File: config.mk
export PLATFORM = sky130hd
export DESIGN_NAME = shift_reg_sched
export DESIGN_NICKNAME = d
export VERILOG_FILES = /design/src/rtl/shift_reg_sched_pkg.sv /design/src/rtl/shift_reg_sched_rr_arbiter.sv /design/src/rtl/shift_reg_sched.sv
export SDC_FILE = /design/constraint.sdc
export NUM_CORES = 1
export LEC_CHECK = 0
export ABC_AREA = 1
export CAP_MARGIN = 25
export CORE_ASPECT_RATIO = 1.2
export CORE_MARGIN = 2
export CORE_UTILIZATION = 26
export DETAILED_ROUTE_END_ITERATION = 6
export SYNTH_ARGS = -nofsm -noshare
export SYNTH_HDL_FRONTEND = slang
export SYNTH_HIERARCHICAL = 1
export SYNTH_SLANG_ARGS = --single-unit
File: constraint.sdc
create_clock -name clk -period 3.65 [get_ports clk]
set_input_delay 0.73 -clock clk [delete_from_list [all_inputs] [get_ports clk]]
set_output_delay 0.73 -clock clk [all_outputs]
set_load 0.005 [all_outputs]
File: src/rtl/shift_reg_sched_pkg.sv
// Shared types and constants for the shift-register scheduler.
package shift_sched_pkg;

    typedef enum logic [1:0] {
        IDLE  = 2'd0,
        ISSUE = 2'd1,
        WAIT  = 2'd2
    } state_e;

    localparam int unsigned SHW  = 4;
    localparam int unsigned MDW  = 3;
    localparam int unsigned RPTW = 4;

    localparam logic [SHW-1:0] NOP_SHIFT    = 4'd0;
    localparam logic [MDW-1:0] NOP_MODE_DEF = 3'd0;

endpackage

File: src/rtl/shift_reg_sched_rr_arbiter.sv
// Requester arbiter: one-hot grant plus encoded id.
// SHIFT_SCHED_FIXED_PRIO_EN selects fixed priority (lowest index wins, no pointer port).
module rr_arbiter #(
    parameter int unsigned NREQ = 4,
    parameter int unsigned IDW  = 2
) (
    input  logic [NREQ-1:0] req_i,
`ifndef SHIFT_SCHED_FIXED_PRIO_EN
    input  logic [IDW-1:0]  ptr_i,
`endif
    input  logic            en_i,
    output logic [NREQ-1:0] gnt_o,
    output logic [IDW-1:0]  id_o,
    output logic            valid_o
);

    logic [IDW-1:0] base;
    logic [IDW-1:0] idx;

`ifdef SHIFT_SCHED_FIXED_PRIO_EN
    assign base = '0;
`else
    assign base = ptr_i;
`endif

    // Scan requesters starting at base, wrapping, and grant the first valid one.
    always_comb begin
        gnt_o   = '0;
        id_o    = '0;
        valid_o = 1'b0;
        idx     = '0;
        for (int unsigned k = 0; k < NREQ; k++) begin
            idx = IDW'((32'(base) + k) % NREQ);
            if (en_i && !valid_o && req_i[idx]) begin
                gnt_o[idx] = 1'b1;
                id_o       = idx;
                valid_o    = 1'b1;
            end
        end
    end

endmodule

File: src/rtl/shift_reg_sched.sv
// Arbitrates NREQ requesters onto one shared universal shift register and
// returns the post-command register value to the owner.
// SHIFT_SCHED_FIXED_PRIO_EN: fixed priority instead of round robin.
module shift_reg_sched
    import shift_sched_pkg::*;
#(
    parameter int unsigned     NREQ     = 4,
    parameter int unsigned     IDW      = 2,
    parameter int unsigned     DW       = 16,
    parameter logic [MDW-1:0]  NOP_MODE = NOP_MODE_DEF
) (
    input  logic                 clk,
    input  logic                 rstn,
    input  logic [NREQ-1:0]      req_valid,
    output logic [NREQ-1:0]      req_ready,
    input  logic [NREQ-1:0]      req_load,
    input  logic [NREQ*DW-1:0]   req_data,
    input  logic [NREQ*SHW-1:0]  req_shift,
    input  logic [NREQ*MDW-1:0]  req_mode,
    input  logic [NREQ*RPTW-1:0] req_rpt,
    output logic                 rsp_valid,
    input  logic                 rsp_ready,
    output logic [IDW-1:0]       rsp_id,
    output logic [DW-1:0]        rsp_data,
    output logic                 busy,
    output logic                 sr_load,
    output logic [DW-1:0]        sr_data_in,
    output logic [SHW-1:0]       sr_shift,
    output logic [MDW-1:0]       sr_mode,
    input  logic [DW-1:0]        sr_data_out
);

    state_e            state_q, state_d;
    logic [RPTW-1:0]   cnt_q, cnt_d;
    logic              cmd_load_q;
    logic [DW-1:0]     cmd_data_q;
    logic [SHW-1:0]    cmd_shift_q;
    logic [MDW-1:0]    cmd_mode_q;
    logic [IDW-1:0]    gid_q;
    logic [DW-1:0]     rsp_data_q;

    logic [NREQ-1:0]   gnt;
    logic [IDW-1:0]    gnt_id;
    logic              gnt_valid;
    logic              arb_en;

    logic              sel_load;
    logic [DW-1:0]     sel_data;
    logic [SHW-1:0]    sel_shift;
    logic [MDW-1:0]    sel_mode;
    logic [RPTW-1:0]   sel_rpt;

    // Grants only in IDLE; held off during reset so no requester sees a spurious accept.
    assign arb_en = (state_q == IDLE) && rstn;

`ifndef SHIFT_SCHED_FIXED_PRIO_EN
    logic [IDW-1:0] ptr_q, ptr_d;

    // Round-robin pointer register.
    always_ff @(posedge clk or negedge rstn) begin
        if (!rstn) ptr_q <= '0;
        else       ptr_q <= ptr_d;
    end

    // Pointer moves to one past the granted requester.
    always_comb begin
        ptr_d = ptr_q;
        if (gnt_valid) ptr_d = IDW'((32'(gnt_id) + 32'd1) % NREQ);
    end
`endif

    rr_arbiter #(
        .NREQ (NREQ),
        .IDW  (IDW)
    ) u_arb (
        .req_i   (req_valid),
`ifndef SHIFT_SCHED_FIXED_PRIO_EN
        .ptr_i   (ptr_q),
`endif
        .en_i    (arb_en),
        .gnt_o   (gnt),
        .id_o    (gnt_id),
        .valid_o (gnt_valid)
    );

    assign req_ready = gnt;

    // Select the granted requester's command fields.
    always_comb begin
        sel_load  = 1'b0;
        sel_data  = '0;
        sel_shift = '0;
        sel_mode  = '0;
        sel_rpt   = '0;
        for (int unsigned i = 0; i < NREQ; i++) begin
            if (gnt[i]) begin
                sel_load  = req_load[i];
                sel_data  = req_data[i*DW +: DW];
                sel_shift = req_shift[i*SHW +: SHW];
                sel_mode  = req_mode[i*MDW +: MDW];
                sel_rpt   = req_rpt[i*RPTW +: RPTW];
            end
        end
    end

    // FSM state and repeat counter.
    always_ff @(posedge clk or negedge rstn) begin
        if (!rstn) begin
            state_q <= IDLE;
            cnt_q   <= '0;
        end else begin
            state_q <= state_d;
            cnt_q   <= cnt_d;
        end
    end

    // Next-state logic: accept in IDLE, step ISSUE rpt+1 times, hold WAIT until taken.
    always_comb begin
        state_d = state_q;
        cnt_d   = cnt_q;
        case (state_q)
            IDLE: begin
                if (gnt_valid) begin
                    state_d = ISSUE;
                    cnt_d   = sel_rpt;
                end
            end
            ISSUE: begin
                if (cmd_load_q || (cnt_q == '0)) state_d = WAIT;
                else                            cnt_d   = cnt_q - 1'b1;
            end
            WAIT: begin
                if (rsp_ready) state_d = IDLE;
            end
            default: state_d = IDLE;
        endcase
    end

    // Command capture on grant; response data mirror while waiting.
    always_ff @(posedge clk or negedge rstn) begin
        if (!rstn) begin
            cmd_load_q  <= 1'b0;
            cmd_data_q  <= '0;
            cmd_shift_q <= '0;
            cmd_mode_q  <= NOP_MODE;
            gid_q       <= '0;
            rsp_data_q  <= '0;
        end else begin
            if (state_q == IDLE && gnt_valid) begin
                cmd_load_q  <= sel_load;
                cmd_data_q  <= sel_data;
                cmd_shift_q <= sel_shift;
                cmd_mode_q  <= sel_mode;
                gid_q       <= gnt_id;
            end
            if (state_q == WAIT) rsp_data_q <= sr_data_out;
        end
    end

    // Shift-register pins: command in ISSUE, hold pattern on every other cycle.
    always_comb begin
        sr_load    = 1'b0;
        sr_data_in = '0;
        sr_shift   = NOP_SHIFT;
        sr_mode    = NOP_MODE;
        if (state_q == ISSUE) begin
            sr_load    = cmd_load_q;
            sr_data_in = cmd_load_q ? cmd_data_q : '0;
            sr_shift   = cmd_shift_q;
            sr_mode    = cmd_mode_q;
        end
    end

    // The register's own output flop already holds the final value on WAIT entry and the
    // hold pattern keeps it there, so WAIT forwards it directly; the mirror keeps rsp_data
    // stable once the response has been taken.
    assign rsp_valid = (state_q == WAIT);
    assign rsp_id    = gid_q;
    assign rsp_data  = (state_q == WAIT) ? sr_data_out : rsp_data_q;
    assign busy      = (state_q != IDLE);

endmodule

==> flow_metrics.py, run 1 <==
metrics = {
    "critical_path": {
        "endpoint_kind": "output pin",
        "path_depth": 8,
        "setup.worst_path.start_class": "input port",
        "critPathTopFamily": "buffers and inverters",
        "worst-path-buf-inv": 2,
        "rr_worst_depth": 11,
        "path_cells": "clkdlybuf4s50_1 -> nand2_1 -> nand2_1 -> nor2_1 -> nor2_1 -> nand4_1 -> nand2_2 -> clkdlybuf4s50_1",
        "cp_data_arrival_time_ns": 2.62,
        "cp_slowest_cell": "clkdlybuf4s50_1",
        "crit_path_max_fanout": 7,
        "worst_ep_required_time_ns": 2.92,
        "timing_worst_setup_path_type": "input port to output pin",
        "stage_delay_of_the_slowest_cell_on_the_critical_path_ns": 0.50,
    },
    "placement": {
        "buffers_on_ports": 182,
        "place_congestion": 0.9256,
        "detailed_place_hpwl_um": 10220,
        "dpl_cell_area_um2": 5684,
    },
    "finish": {
        "area_growth_pct": 57.14,
        "drive_above_1_share_pct": 6.283,
        "ant_cells": 0,
        "fin_area_um2": 5849,
        "finish.net_count": 890,
    },
    "global_route": {
        "globalRouteOverflowTotal": 0,
        "globalRouteMet2Util_pct": 30.81,
        "grt_max_degree": 54,
        "via_count_of_the_first_global_routing_pass": 4192,
        "global_route.usage.met3_pct": 3.097,
        "gr-usage-met1_pct": 21.13,
        "grt_first_pass_wirelength_um": 21130,
        "grt-busiest-layer": "met2",
        "grt_use_total_pct": 17.28,
        "grt_antenna_before_repair": 0,
    },
    "clock_tree": {
        "clk-insertion-delay-late_ns": 0.29,
        "cts_hold_buf": 0,
        "numCtsBuffers": 5,
        "cts.sinks": 50,
        "tritoncts": "yes",
        "ctsResizeCount": 0,
        "clock_h_tree_levels": 2,
        "post_cts_buffers": 0,
        "clk_pin_slew_ns": 0.06,
        "cts.root.buffer_cell": "clkbuf_16",
        "max-clock-path-buffers": 2,
    },
    "synthesis": {
        "yosys.area_share.simple_pct": 36.47,
        "ys.warnings.count": 6,
        "synth.avg_cell_area_um2": 6.429,
        "number_of_cells_produced_by_synthesis": 579,
        "fraction_of_the_mapped_netlist_area_in_adder_cells_pct": 2.689,
        "synth_compound_gate_area_share_pct": 17.48,
        "synthXorXnorAreaFrac_pct": 0.2353,
        "ys_ff_latch": 50,
        "yosysUniqueCellTypes": 27,
        "synth.yosys.seq_area_share_pct": 33.61,
        "synth_top_family_by_area": "simple AND/OR/NAND/NOR gates",
        "synth_mux_area_share_pct": 0.8067,
        "synth_nets": 722,
        "synthesis.area_um2": 3722,
    },
    "timing": {
        "rsz0062_at_grt": "no",
        "worst_pin_slew_ns": 0.7241,
        "final_hold_viol_count": 0,
        "maxClockFrequency_ghz": 0.2981,
        "worst_clock_skew_ns": 0.005645,
        "timing.setup.tns_ns": 0,
        "clock_period_minus_final_worst_setup_slack_ns": 3.354,
        "final.period_utilization_pct": 91.89,
        "report.final.slew_viol_count": 0,
        "max_slew_margin_pct": 51.73,
        "final-setup-viol-count": 0,
    },
    "drt": {
        "totalWireLength_um": 13460,
        "routed_via_density": 4.718,
        "ant_nets": 0,
        "drc": 12,
        "wl_per_cell_um": 14.64,
        "drt_pass1_iterations": 7,
        "vias": 4336,
        "dr.first_iter.drc_count": 176,
    },
    "pwr": {
        "power_leakage_nw": 2.575,
        "power-per-cell-area_nw_per_um2": 717.1,
        "irDropWorstVdd_mv": 0.4264,
    },
    "floorplanning": {
        "site_rows": 47,
        "initial_utilization_pct": 26.82,
        "floorplan.die.width_um": 113.2,
        "die_h_um": 135.1,
        "core-area_um2": 13880,
        "pin_count": 183,
        "fp.dieArea_um2": 15290,
    },
    "status": {
        "violations": "DRC",
        "outcome": "finished, violations left",
    },
    "hold_path": {
        "worst_hold_path_type": "flop to flop",
        "hold_depth": 2,
    },
    "run": {
        "max_cap_violations": 0,
    },
}
Yosys cell counts, drive strengths merged:
| cell type | n | share of area (%) |
|---|---|---|
| a21oi | 36 | 4.8 |
| buf | 24 | 3.9 |
| clkbuf | 10 | 1.0 |
| dfrtp | 50 | 34 |
| ha | 8 | 2.7 |
| inv | 38 | 3.8 |
| mux2 | 2 | 0.81 |
| nand2 | 252 | 26 |
| nand3 | 17 | 3.3 |
| nand3b | 1 | 0.20 |
| nand4 | 10 | 1.7 |
| nor2 | 43 | 4.6 |
| nor3 | 5 | 0.67 |
| o211ai | 24 | 4.8 |
| o21ai | 58 | 7.8 |
| xnor2 | 1 | 0.24 |
flip-flops by register name, summed over array words and instances, names as in the netlist:
register	cells
cmd_data_q	16
rsp_data_q	16
cmd_shift_q	4
cnt_q	4
cmd_mode_q	3
ptr_q	2
rsp_id	2
state_q	2
cmd_load_q	1
metal layers:
layer | up-vias | wire [µm]
li1 | 2206 | -
met3 | 20 | 874
met1 | 1963 | 5505
met4 | 0 | 296
met2 | 147 | 6782
met5 | - | 0
per-stage QoR:
| step | std cells | power (mW) | worst slack [ns] | util, % | hold WS [ns] |
|---|---|---|---|---|---|
| after floorplan | 579 | 2.687 | 1.104 | - | 0.4344 |
| after global placement | 911 | 3.647 | 0.3582 | 40.96 | 0.4529 |
| after detailed placement | 911 | 3.703 | 0.2994 | 40.96 | 0.4580 |
| after CTS | 919 | 4.249 | 0.2978 | 42.15 | 0.4744 |
| after global routing | 919 | 4.628 | 0.1779 | 42.15 | 0.4941 |
| final | 919 | 4.194 | 0.2959 | 42.15 | 0.4708 |
final cells by class:
| cell class | count | area [µm²] |
|---|---|---|
| tap | 171 | 214.0 |
| inverter | 38 | 142.6 |
| multi-input combinational | 457 | 2150 |
| sequential | 50 | 1251 |
| timing repair buffer | 195 | 1927 |
| clock inverter | 3 | 40.04 |
| clock buffer | 5 | 125.1 |
| fill | 1468 | 8029 |
layout by cell type, fill, tap and decap left out:
cell,instances
nand2_1,244
clkdlybuf4s50_1,181
o21ai_0,52
dfrtp_1,50
nor2_1,41
a21oi_1,36
inv_1,31
o211ai_1,24
buf_4,12
nand3_1,11
nand4_1,10
ha_1,8
inv_2,7
nand2_2,7
o21ai_1,6
clkbuf_16,5
nand3_2,5
nor3_1,5
mux2_4,2
clkinv_2,2
nor2_4,1
nor2_2,1
xnor2_1,1
bufinv_16,1
buf_2,1
buf_12,1
nand2_4,1
nand3_4,1
nand3b_1,1
path summary, 6_finish.rpt:
check                                    from            end  slack [ns]
min in group asynchronous                rstn       cnt_q[3]        0.57
worst min-delay path            rsp_data_q[5]  rsp_data_q[5]        0.47
worst min register to register  rsp_data_q[5]  rsp_data_q[5]        0.47
worst max register to register       ptr_q[1]  cmd_mode_q[0]        0.79
worst max-delay path             req_valid[0]   req_ready[1]        0.30
max in group asynchronous                rstn  rsp_data_q[4]        2.66
cell families (layout without fill, tap and decap cells):
kind of cell | Yosys count | in the layout
AND/OR/NAND/NOR | 328 | 328
XOR/XNOR | 1 | 1
buffers and inverters | 72 | 241
multiplexers | 2 | 2
flip-flops | 50 | 50
AO/OA/AOI/OAI | 118 | 118
adder cells (fa/ha/maj) | 8 | 8
tightest hold or removal path, stage by stage, from the launching register on:
cell and delay, ns:
dfrtp_1 0.32, nand2_1 0.05, nand2_1 0.07
report_power, final:
| group | switching (mW) | internal [mW] |
|---|---|---|
| Sequential | 0.119 | 0.779 |
| Combinational | 1.65 | 1.12 |
| Clock | 0.208 | 0.321 |
Note: power is estimated with default switching activity, not from simulation.
==> run 2, diff against run 1 <==
--- a/config.mk
+++ b/config.mk
@@ -8,7 +8,6 @@
 export ABC_AREA = 1
 export CAP_MARGIN = 25
 export CORE_ASPECT_RATIO = 1.2
-export CORE_MARGIN = 2
 export CORE_UTILIZATION = 26
 export DETAILED_ROUTE_END_ITERATION = 6
 export SYNTH_ARGS = -nofsm -noshare
==> flow_metrics.py, run 2 (synthesized netlist as in run 1, its figures left out) <==
metrics = {
    "timing": {
        "report.final.slew_viol_count": 0,
        "final.period_utilization_pct": 90.82,
        "final_hold_viol_count": 0,
        "worst_clock_skew_ns": 0.01084,
        "clock_period_minus_final_worst_setup_slack_ns": 3.315,
        "timing.setup.tns_ns": 0,
        "rsz0062_at_grt": "no",
        "final-setup-viol-count": 0,
        "max_slew_margin_pct": 50.51,
        "maxClockFrequency_ghz": 0.3017,
        "worst_pin_slew_ns": 0.7423,
    },
    "clock_tree": {
        "tritoncts": "yes",
        "ctsResizeCount": 0,
        "cts.sinks": 50,
        "clk_pin_slew_ns": 0.08,
        "cts.root.buffer_cell": "clkbuf_16",
        "max-clock-path-buffers": 2,
        "post_cts_buffers": 0,
        "cts_hold_buf": 0,
        "clk-insertion-delay-late_ns": 0.29,
        "clock_h_tree_levels": 2,
        "numCtsBuffers": 5,
    },
    "critical_path": {
        "cp_data_arrival_time_ns": 2.59,
        "endpoint_kind": "output pin",
        "timing.reg2reg.setup_slack_ns": 0.75,
        "worst_ep_required_time_ns": 2.92,
        "timing_worst_setup_path_type": "flop to output pin",
        "crit_path_max_fanout": 9,
        "setup.worst_path.start_class": "flop",
    },
    "global_route": {
        "grt_antenna_before_repair": 0,
        "grt_max_degree": 54,
        "globalRouteOverflowTotal": 0,
        "via_count_of_the_first_global_routing_pass": 4343,
        "grt_first_pass_wirelength_um": 21870,
        "grt_use_total_pct": 18.66,
    },
    "drt": {
        "wl_per_cell_um": 14.81,
        "totalWireLength_um": 13590,
        "drc": 20,
        "ant_nets": 0,
        "routed_via_density": 4.694,
        "vias": 4309,
        "drt_pass1_iterations": 7,
        "dr.first_iter.drc_count": 150,
    },
    "floorplanning": {
        "floorplan.die.width_um": 111.2,
        "fp.dieArea_um2": 14800,
        "pin_count": 183,
        "core-area_um2": 13880,
        "initial_utilization_pct": 26.82,
        "site_rows": 47,
        "die_h_um": 133.1,
    },
    "finish": {
        "top_regs": "cmd_data_q x16, rsp_data_q x16",
        "drive_above_1_share_pct": 6.158,
        "finish.net_count": 889,
        "layout_commonest_cell": "nand2_1",
        "area_growth_pct": 57.08,
        "finalCoreUtilization_pct": 42.13,
        "fin_area_um2": 5847,
        "ant_cells": 0,
        "layout_common_cells": "nand2_1, clkdlybuf4s50_1, o21ai_0",
    },
    "pwr": {
        "power.total_mw": 4.223,
        "power_leakage_nw": 2.563,
        "irDropWorstVdd_mv": 0.6288,
        "power-per-cell-area_nw_per_um2": 722.3,
    },
    "hold_path": {
        "worst_hold_path_type": "flop to flop",
    },
    "status": {
        "outcome": "finished, violations left",
        "violations": "DRC",
    },
    "placement": {
        "place_congestion": 0.8285,
        "buffers_on_ports": 182,
        "dpl_cell_area_um2": 5677,
        "detailed_place_hpwl_um": 10130,
    },
    "run": {
        "max_cap_violations": 0,
    },
}
run 2: worst max-delay path: stages (launching register included):
cell and delay [ns]:
dfrtp_1 0.40, inv_2 0.18, ha_1 0.30, inv_1 0.15, nand3_2 0.17, nand2_1 0.15
nand3_4 0.11, nor3_1 0.15, nor2_1 0.07, nand2_1 0.08, clkdlybuf4s50_1 0.53
run 2: power breakdown:
part           total (mW)  internal [mW]  switching [mW]
Clock               0.538          0.323           0.215
Sequential          0.896          0.779           0.118
Combinational        2.79           1.11            1.67
run 2: metrics by stage:
| stage | setup WS, ns | cells | hold slack (ns) |
|---|---|---|---|
| 6_report | 0.3349 | 918 | 0.4668 |
| 3_3_place_gp | 0.3408 | 910 | 0.4529 |
| 2_1_floorplan | 1.104 | 579 | 0.4344 |
| 5_1_grt | 0.1560 | 918 | 0.4929 |
| 3_5_place_dp | 0.3353 | 910 | 0.4538 |
| 4_1_cts | 0.3316 | 918 | 0.4710 |
run 2: path summary, 6_finish.rpt:
kind | startpoint | to | depth (start not counted)
setup reg to reg | ptr_q[0] | cmd_shift_q[0] | 14
setup / recovery | ptr_q[0] | req_ready[2] | 10
hold reg to reg | rsp_data_q[11] | rsp_data_q[11] | 2
hold / removal | rsp_data_q[11] | rsp_data_q[11] | 2
max in group asynchronous | rstn | rsp_data_q[4] | 2
min in group asynchronous | rstn | cmd_shift_q[3] | 2
run 2: final cells by class:
| cell class | count | area (µm²) |
|---|---|---|
| fillers | 1495 | 8031 |
| multi-input cells | 457 | 2150 |
| repair buffers | 194 | 1919 |
| flip-flops and latches | 50 | 1251 |
| well taps | 171 | 214.0 |
| inverters | 38 | 142.6 |
| clock buffers | 5 | 125.1 |
| clock inverters | 3 | 45.04 |
run 2: per-layer routing:
metal	global-route usage, %	up-vias	share of wire, %
li1	-	2199	-
met1	21.43	1960	41
met2	34.90	132	51
met3	3.390	18	6.1
met4	5.480	0	1.9
met5	0	-	0
==> run 3, diff against run 2 <==
--- a/config.mk
+++ b/config.mk
@@ -6,11 +6,9 @@
 export NUM_CORES = 1
 export LEC_CHECK = 0
 export ABC_AREA = 1
-export CAP_MARGIN = 25
 export CORE_ASPECT_RATIO = 1.2
 export CORE_UTILIZATION = 26
 export DETAILED_ROUTE_END_ITERATION = 6
 export SYNTH_ARGS = -nofsm -noshare
 export SYNTH_HDL_FRONTEND = slang
-export SYNTH_HIERARCHICAL = 1
 export SYNTH_SLANG_ARGS = --single-unit
==> flow_metrics.py, run 3 <==
metrics = {
    "status": {
        "outcome": "finished, violations left",
        "violations": "DRC",
    },
    "clock_tree": {
        "clock_h_tree_levels": 2,
        "max-clock-path-buffers": 2,
        "numCtsBuffers": 5,
        "cts.root.buffer_cell": "clkbuf_16",
        "cts.sinks": 50,
        "clk_pin_slew_ns": 0.07,
        "clk-insertion-delay-late_ns": 0.29,
        "post_cts_buffers": 0,
        "tritoncts": "yes",
    },
    "synthesis": {
        "synth_commonest_cells": "nand2_1, inv_1, nand3_1",
        "synthesis.area_um2": 3655,
        "ys.flop_type": "dfrtp_1",
        "number_of_cells_produced_by_synthesis": 556,
        "ranking_of_synthesized_cells_by_area": "dfrtp_1, nand2_1, nand3_1",
        "yosys.area.top_type": "dfrtp_1",
        "synth_nets": 697,
        "synth.yosys.seq_area_share_pct": 34.23,
        "synth.avg_cell_area_um2": 6.573,
        "yosys.cell_count.top_type": "nand2_1",
        "ys_ff_latch": 50,
        "synth-edff-count": 0,
        "yosysUniqueCellTypes": 32,
        "post-synth-top-area-fraction_pct": 34.23,
        "ys.warnings.count": 0,
        "synthArstFlopShare_pct": 100.0,
    },
    "finish": {
        "fin_area_um2": 5747,
        "layout_commonest_cell": "nand2_1",
        "top_regs": "cmd_data_q x16, rsp_data_q x16",
        "finish.net_count": 869,
        "area_growth_pct": 57.24,
        "drive_above_1_share_pct": 8.368,
        "filler_cell_count": 1422,
        "layout_common_cells": "nand2_1, clkdlybuf4s50_1, inv_1",
        "ant_cells": 0,
    },
    "placement": {
        "preCtsSetupSlack_ns": 0.2857,
        "place_congestion": 0.8340,
        "dpl_cell_area_um2": 5568,
        "detailed_place_hpwl_um": 9511,
        "buffers_on_ports": 182,
    },
    "drt": {
        "ant_nets": 0,
        "route.top_layer_used": "met4",
        "drt_pass1_iterations": 7,
        "drc": 4,
        "met1_length_um": 4999,
        "wl_per_cell_um": 14.33,
        "vias": 4130,
        "routed-wl-met3_um": 981,
        "dr.first_iter.drc_count": 168,
        "routed_via_density": 4.589,
        "detailroute.wirelength.met2_um": 6527,
        "totalWireLength_um": 12890,
    },
    "critical_path": {
        "cp_slowest_cell": "clkdlybuf4s50_1",
        "path_cells": "inv_2 -> ha_1 -> inv_1 -> nand3_1 -> nand2_2 -> nand3_4 -> nor2_2 -> a21oi_2 -> nand2_4 -> clkdlybuf4s50_1",
        "stage_delay_of_the_slowest_cell_on_the_critical_path_ns": 0.59,
        "setup.worst_path.start_class": "flop",
        "crit_path_max_fanout": 10,
        "cp_data_arrival_time_ns": 2.71,
        "worst_ep_required_time_ns": 2.92,
        "timing_worst_setup_path_type": "flop to output pin",
        "endpoint_kind": "output pin",
    },
    "timing": {
        "timing.setup.tns_ns": 0,
        "final_hold_viol_count": 0,
        "clock_period_minus_final_worst_setup_slack_ns": 3.441,
        "max_slew_margin_pct": 55.40,
        "fin_worst_hold_slack_ns": 0.4710,
        "worst_pin_slew_ns": 0.6690,
        "report.final.slew_viol_count": 0,
        "rsz0062_at_grt": "no",
        "maxClockFrequency_ghz": 0.2906,
        "final.period_utilization_pct": 94.27,
        "worst_slack_setup_final_ns": 0.2093,
        "worst_clock_skew_ns": 0.007375,
        "final-setup-viol-count": 0,
    },
    "floorplanning": {
        "site_rows": 47,
        "die_h_um": 131.9,
        "initial_utilization_pct": 26.56,
        "pin_count": 183,
        "core-area_um2": 13760,
        "fp.dieArea_um2": 14540,
        "floorplan.die.width_um": 110.2,
    },
    "global_route": {
        "grt_max_degree": 57,
        "grt_antenna_before_repair": 0,
        "grt_first_pass_wirelength_um": 20030,
        "via_count_of_the_first_global_routing_pass": 4085,
        "globalRouteOverflowTotal": 0,
        "grt_use_total_pct": 17.88,
    },
    "run": {
        "max_cap_violations": 0,
    },
    "hold_path": {
        "worst_hold_path_type": "flop to flop",
    },
    "pwr": {
        "power_leakage_nw": 2.724,
        "power-per-cell-area_nw_per_um2": 744.2,
        "irDropWorstVdd_mv": 0.3082,
        "power.total_mw": 4.277,
    },
}
[run 3: cell count changes after synthesis, moves of 10 or more]
cell	before	now
o21ai_0	52	3
nand2_1	245	213
nand3_1	11	52
inv_1	31	59
nand4_1	10	0
o211ai_1	24	8
a21oi_1	36	48
a21oi_2	0	10
[run 3: cell type report]
| class | count | area [µm²] | share of cell area, % |
|---|---|---|---|
| Clock buffer | 6 | 138.9 | 2.417 |
| Tap cell | 171 | 214.0 | 3.723 |
| Inverter | 69 | 259.0 | 4.507 |
| Sequential cell | 50 | 1252 | 21.79 |
| Multi-Input combinational cell | 411 | 1959 | 34.10 |
| Timing Repair Buffer | 191 | 1884 | 32.79 |
| Clock inverter | 2 | 38.79 | 0.6749 |
[run 3: per-stage QoR]
stage                     cells  utilization [%]
after global routing        900            41.76
final                       900            41.76
after global placement      892            40.46
after detailed placement    892            40.46
after CTS                   900            41.75
after floorplan             556                -
[run 3: per-layer routing]
| layer | global-route usage (%) | vias up |
|---|---|---|
| met3 | 4.399 | 20 |
| li1 | - | 2085 |
| met1 | 18.77 | 1872 |
| met5 | 0 | - |
| met2 | 33.51 | 153 |
| met4 | 6.433 | 0 |
[run 3: power by group]
group	switching [mW]	total, mW	internal [mW]
logic	1.58	2.73	1.15
clock network	0.221	0.566	0.345
registers	0.133	0.980	0.847
[run 3: path summary, 6_finish.rpt]
path | from | end | slack, ns | cells after the start
worst max-delay path | ptr_q[0] | req_ready[3] | 0.21 | 10
worst min-delay path | rsp_data_q[9] | rsp_data_q[9] | 0.47 | 2
worst max register to register | ptr_q[0] | cnt_q[3] | 0.57 | 18
worst min register to register | rsp_data_q[9] | rsp_data_q[9] | 0.47 | 2
max in group asynchronous | rstn | ptr_q[0] | 2.56 | 2
min in group asynchronous | rstn | cmd_shift_q[2] | 0.62 | 2
[run 3: logic make-up (layout without fill, tap and decap cells)]
family	after synthesis	in the layout	share of synthesized area, %
simple gates	326	326	38.27
xor+xnor	1	1	0.2397
buf+inv	95	268	12.22
fa+ha+maj	6	6	2.054
compound gates	78	78	12.97
flops	50	50	34.23
[run 3: critical path: cells and delay by family (launching register included)]
family	cells	cell delay, ns
AO/OA/AOI/OAI	1	0.11
adder cells (fa/ha/maj)	1	0.31
buffers and inverters	3	0.90
flip-flops	1	0.46
AND/OR/NAND/NOR	5	0.64
[run 3: repair_timing]
action / 4_1_cts / 5_1_grt
hold buffers: 0 / 0
endpoints found under the setup margin: 0 / 3
gates resized for setup: 0 / 1
